==> src/rtl/word_deserializer_pkg.sv <==
// rtl/word_deserializer_pkg.sv - shared types and constants for the word deserializer
package word_deserializer_pkg;

  typedef enum logic [1:0] {
    IDLE   = 2'd0,
    SHIFT  = 2'd1,
    PARITY = 2'd2
  } state_t;

  // XORed into the data/parity reduction; 0 selects even parity.
  localparam logic EVEN_PARITY = 1'b0;

endpackage

==> src/rtl/deser_shift_core.sv <==
// rtl/deser_shift_core.sv - shift register, direction latch and bit counter
module deser_shift_core #(
  parameter int W = 4
) (
  input  logic         clk,
  input  logic         reset,
  input  logic         shift_en,
  input  logic         first,
  input  logic         lsb_first,
  input  logic         bit_in,
  output logic [W-1:0] sh,
  output logic [W-1:0] sh_next,
  output logic         last_bit
);

  localparam int CW = $clog2(W + 1);
  localparam logic [CW-1:0] LAST_CNT = CW'(W - 1);

  logic          dir;
  logic          dir_eff;
  logic [CW-1:0] count;
  logic [W-1:0]  base;

  // The first bit of a word uses the live lsb_first; later bits use the latched copy.
  assign dir_eff  = first ? lsb_first : dir;
  assign base     = first ? '0 : sh;
  assign sh_next  = dir_eff ? {bit_in, base[W-1:1]} : {base[W-2:0], bit_in};
  assign last_bit = (count == LAST_CNT);

  always_ff @(posedge clk) begin
    if (reset) begin
      sh    <= '0;
      dir   <= 1'b0;
      count <= '0;
    end else if (shift_en) begin
      sh <= sh_next;
      if (first) begin
        dir   <= lsb_first;
        count <= CW'(1);
      end else begin
        count <= count + 1'b1;
      end
    end
  end

endmodule

==> src/rtl/word_deserializer.sv <==
// rtl/word_deserializer.sv - serial-to-parallel receiver with valid/ready holding register
// Optional trailing even-parity bit when WORD_DESERIALIZER_PARITY_EN is defined.
module word_deserializer
  import word_deserializer_pkg::*;
#(
  parameter int W = 4
) (
  input  logic         clk,
  input  logic         reset,
  input  logic         bit_in,
  input  logic         bit_valid,
  input  logic         lsb_first,
  output logic [W-1:0] word_out,
  output logic         word_valid,
  input  logic         word_ready,
  output logic         overrun,
`ifdef WORD_DESERIALIZER_PARITY_EN
  output logic         busy,
  output logic         parity_err
`else
  output logic         busy
`endif
);

  state_t       state, next_state;
  logic         shift_en;
  logic         first;
  logic         complete;
  logic         last_bit;
  logic [W-1:0] sh;
  logic [W-1:0] sh_next;
  logic [W-1:0] word_d;

  deser_shift_core #(.W(W)) u_core (
    .clk      (clk),
    .reset    (reset),
    .shift_en (shift_en),
    .first    (first),
    .lsb_first(lsb_first),
    .bit_in   (bit_in),
    .sh       (sh),
    .sh_next  (sh_next),
    .last_bit (last_bit)
  );

  always_ff @(posedge clk) begin
    if (reset) state <= IDLE;
    else       state <= next_state;
  end

  always_comb begin
    next_state = state;
    shift_en   = 1'b0;
    first      = 1'b0;
    complete   = 1'b0;
    case (state)
      IDLE: begin
        if (bit_valid) begin
          shift_en   = 1'b1;
          first      = 1'b1;
          next_state = SHIFT;
        end
      end
      SHIFT: begin
        if (bit_valid) begin
          shift_en = 1'b1;
          if (last_bit) begin
`ifdef WORD_DESERIALIZER_PARITY_EN
            next_state = PARITY;
`else
            complete   = 1'b1;
            next_state = IDLE;
`endif
          end
        end
      end
`ifdef WORD_DESERIALIZER_PARITY_EN
      PARITY: begin
        if (bit_valid) begin
          complete   = 1'b1;
          next_state = IDLE;
        end
      end
`endif
      default: next_state = IDLE;
    endcase
  end

  assign busy = (state != IDLE);

  // In PARITY the data bits are already in sh; otherwise the final bit is still in flight.
  assign word_d = (state == PARITY) ? sh : sh_next;

  always_ff @(posedge clk) begin
    if (reset) begin
      word_out   <= '0;
      word_valid <= 1'b0;
      overrun    <= 1'b0;
    end else begin
      overrun <= 1'b0;
      if (complete) begin
        if (!word_valid || word_ready) begin
          word_out   <= word_d;
          word_valid <= 1'b1;
        end else begin
          overrun <= 1'b1;
        end
      end else if (word_valid && word_ready) begin
        word_valid <= 1'b0;
      end
    end
  end

`ifdef WORD_DESERIALIZER_PARITY_EN
  always_ff @(posedge clk) begin
    if (reset) begin
      parity_err <= 1'b0;
    end else if (complete && (!word_valid || word_ready)) begin
      parity_err <= (^sh) ^ bit_in ^ EVEN_PARITY;
    end
  end
`endif

endmodule
==> config.mk <==
export PLATFORM = sky130hd
export DESIGN_NAME = word_deserializer
export DESIGN_NICKNAME = d
export VERILOG_FILES = /design/src/rtl/word_deserializer_pkg.sv /design/src/rtl/deser_shift_core.sv /design/src/rtl/word_deserializer.sv
export SDC_FILE = /design/constraint.sdc
export NUM_CORES = 1
export LEC_CHECK = 0
export ABC_AREA = 1
export ABC_CLOCK_PERIOD_IN_PS = 1600
export CORE_UTILIZATION = 47
export DETAILED_ROUTE_END_ITERATION = 6
export GPL_ROUTABILITY_DRIVEN = 0
export GPL_TIMING_DRIVEN = 0
export PLACE_DENSITY_LB_ADDON = 0.05
export RECOVER_POWER = 25
export SETUP_SLACK_MARGIN = 0.4
export SYNTH_ARGS = -nofsm -noshare
export SYNTH_HDL_FRONTEND = slang
export SYNTH_SLANG_ARGS = --single-unit
export TNS_END_PERCENT = 1
==> constraint.sdc <==
create_clock -name clk -period 1.6 [get_ports clk]
set_clock_uncertainty 0.1 [all_clocks]
set_input_delay 0.16 -clock clk [delete_from_list [all_inputs] [get_ports clk]]
set_output_delay 0.16 -clock clk [all_outputs]
set_load 0.05 [all_outputs]
==> metrics.cfg <==
[clock_tree]
clk_pin_slew_ps=80
clk_latency_ps=290
cts_tree=done
clockRootBuffer=clkbuf_4
clock_sinks=15
h-tree-depth=1
numCtsBuffers=3
holdBufCountCts=0
cts_buffer_depth=2

[global_routing]
overflow=0
antenna_found_initial=0
track_usage_pct=20.9
grt_max_degree=11
grt_pass1_wl_microns=2050
grt_pass1_vias=503

[critical_path]
cp-end-kind=register
required_ps=1690
cp-start-kind=input pin
critPathKind=input pin to register
critPathMaxFanout=10
r2r_slack_ps=350
r2r_cells=9
rr_startpoint=u_core.count[0]$_SDFFE_PP0P_
reg2reg_to=word_out[3]$_SDFFE_PP0P_
worstPathArrival_ps=1370

[timing]
worstMarginPinSlew_ps=463
slew_violations=0
rsz0062_at_grt=yes
fin_hold_ws_ps=324
slew_headroom_pct=69.1
period_share_pct=80.2
hold_viol=0
fmax_mhz=779
layout_min_cycle_time_ps=1280
finalSetupViolCount=0

[synth]
ys_seq_area_share_pct=46.4
yosys.area.top_type=dfxtp_1
syn_avg_cell_area_sq_um=7.19
yosysWarnings=0
synthesis.area_sq_um=647
synth_top_area_share_pct=46.4
synthCells=90
synth_area_leaders=dfxtp_1 (46%), nand2_1 (13%), inv_1 (9.3%), a21oi_1 (8.5%), nand3_1 (5.4%)
synth.distinct_cells=16
synth_nets=98
ys_seq_elements=15

[route]
wl_met3_microns=73
wirelength_microns=1290
highest_layer=met4
wl_per_cell_microns=10.5
ant_nets=0
drc=0
vias=596
dr_wl_met2_microns=611
drt_iter0_drc=12
met1Wirelength_microns=575
vias_per_cell=4.85
first_pass_iters=5

[pwr]
power-per-cell-area_mw_per_mm2=771
ir_drop_mv=0.563
p_leak_nw=0.367
total_power_mw=0.686

[hold_path]
worst_hold_path_type=input pin to register
hold_end=u_core.sh[3]$_SDFFE_PP0P_
whs_path_depth=4
min-delay-start=bit_valid

[final_layout]
final_common_cell=nand2_1
n_antenna_cell=0
final_cell_mix=nand2_1 (22), inv_1 (15), a21oi_1 (11), dfxtp_1 (11)
drive_gt1_share_pct=23.1
area_growth_pct=37.5
layout.nets=117
final_core_util_pct=69.2
fillers=111
final_cell_area_sq_um=890

[floorplan]
die_h_microns=39.1
fp.dieW_microns=39.1
initial_core_util_pct=50.3
core_region_area_sq_mm=0.00128
ios=13
die_area_sq_mm=0.00153
rows=13

[place]
placed_cell_area_sq_um=827
hpwl_microns=909
io_buffers=12

[flow_run]
maxCapViolations=0

[run_status]
outcome=completed

logic make-up after synthesis:
group | Yosys count | synth area share, %
adders and majority gates | 2 | 3.87
and+or+nand+nor | 40 | 26.5
buffers and inverters | 18 | 10.6
AOI/OAI and AO/OA | 15 | 12.6
DFF | 15 | 46.4
state kept, by name, summed over array words and instances (netlist names):
| signal | count |
|---|---|
| word_out | 4 |
| overrun | 1 |
| word_valid | 1 |
| state | 1 |
| u_core.sh | 4 |
| u_core.count | 3 |
| u_core.dir | 1 |
Yosys cell counts:
cell / number
a211oi_1: 1
buf_1: 1
a2bb2oi_1: 1
clkinv_2: 1
a21oi_1: 11
nand3_1: 7
o21ai_0: 2
dfxtp_1: 15
inv_1: 16
nand2_1: 22
nand2_2: 2
nor2_2: 1
nand3b_1: 1
ha_1: 2
nor2_1: 6
nor3_1: 1
critical path, stage by stage:
cell	delay, ps
dlygate4sd3_1	610
clkbuf_1	400
a21oi_1	80
nand2_1	80
inv_1	40
layer usage:
| layer | GRT usage, % | vias to the layer above |
|---|---|---|
| li1 | - | 318 |
| met1 | 23.7 | 258 |
| met2 | 33.3 | 15 |
| met3 | 8.67 | 5 |
| met4 | 10.3 | 0 |
| met5 | 0 | - |
timing repair:
item                                    CTS  global route
resized for setup                        26             1
endpoints found under the setup margin   13            17
pin swaps                                 2             1
setup buffers                             2             0
cell type report:
type	count	area, sq um	area share (%)
Buffer	1	3.75	0.422
Clock buffer	4	26.3	2.95
Inverter	17	68.8	7.74
Multi-Input combinational cell	57	323	36.3
Sequential cell	15	308	34.6
Tap cell	15	18.8	2.11
Timing Repair Buffer	14	141	15.9
metrics by stage:
| step | instances | setup slack (ps) | TNS [ps] |
|---|---|---|---|
| after floorplan | 90 | 401 | 0 |
| after global placement | 117 | 9.89 | 0 |
| after detailed placement | 117 | -6.48 | -7.26 |
| after CTS | 123 | 325 | 0 |
| after global routing | 123 | 232 | 0 |
| final | 123 | 317 | 0 |
how the worst max path moves through the flow:
| stage | startpoint | endpoint | slack [ps] | cells past startpoint |
|---|---|---|---|---|
| after global placement | bit_valid | word_out[3]$_SDFFE_PP0P_ | 10 | 8 |
| after detailed placement | bit_valid | word_out[0]$_SDFFE_PP0P_ | -6 | 8 |
| after CTS | u_core.count[0]$_SDFFE_PP0P_ | word_out[0]$_SDFFE_PP0P_ | 330 | 9 |
| after global routing | reset | word_out[3]$_SDFFE_PP0P_ | 230 | 5 |
| final | reset | u_core.sh[0]$_SDFFE_PP0P_ | 320 | 5 |
| after floorplan | u_core.count[0]$_SDFFE_PP0P_ | word_out[1]$_SDFFE_PP0P_ | 400 | 8 |
power breakdown:
group	internal [mW]	switching [mW]	total, mW
combinational	0.0320	0.0473	0.0793
sequential	0.384	0.00833	0.392
clock	0.0970	0.118	0.215
Power figures use the tool's default switching activity.
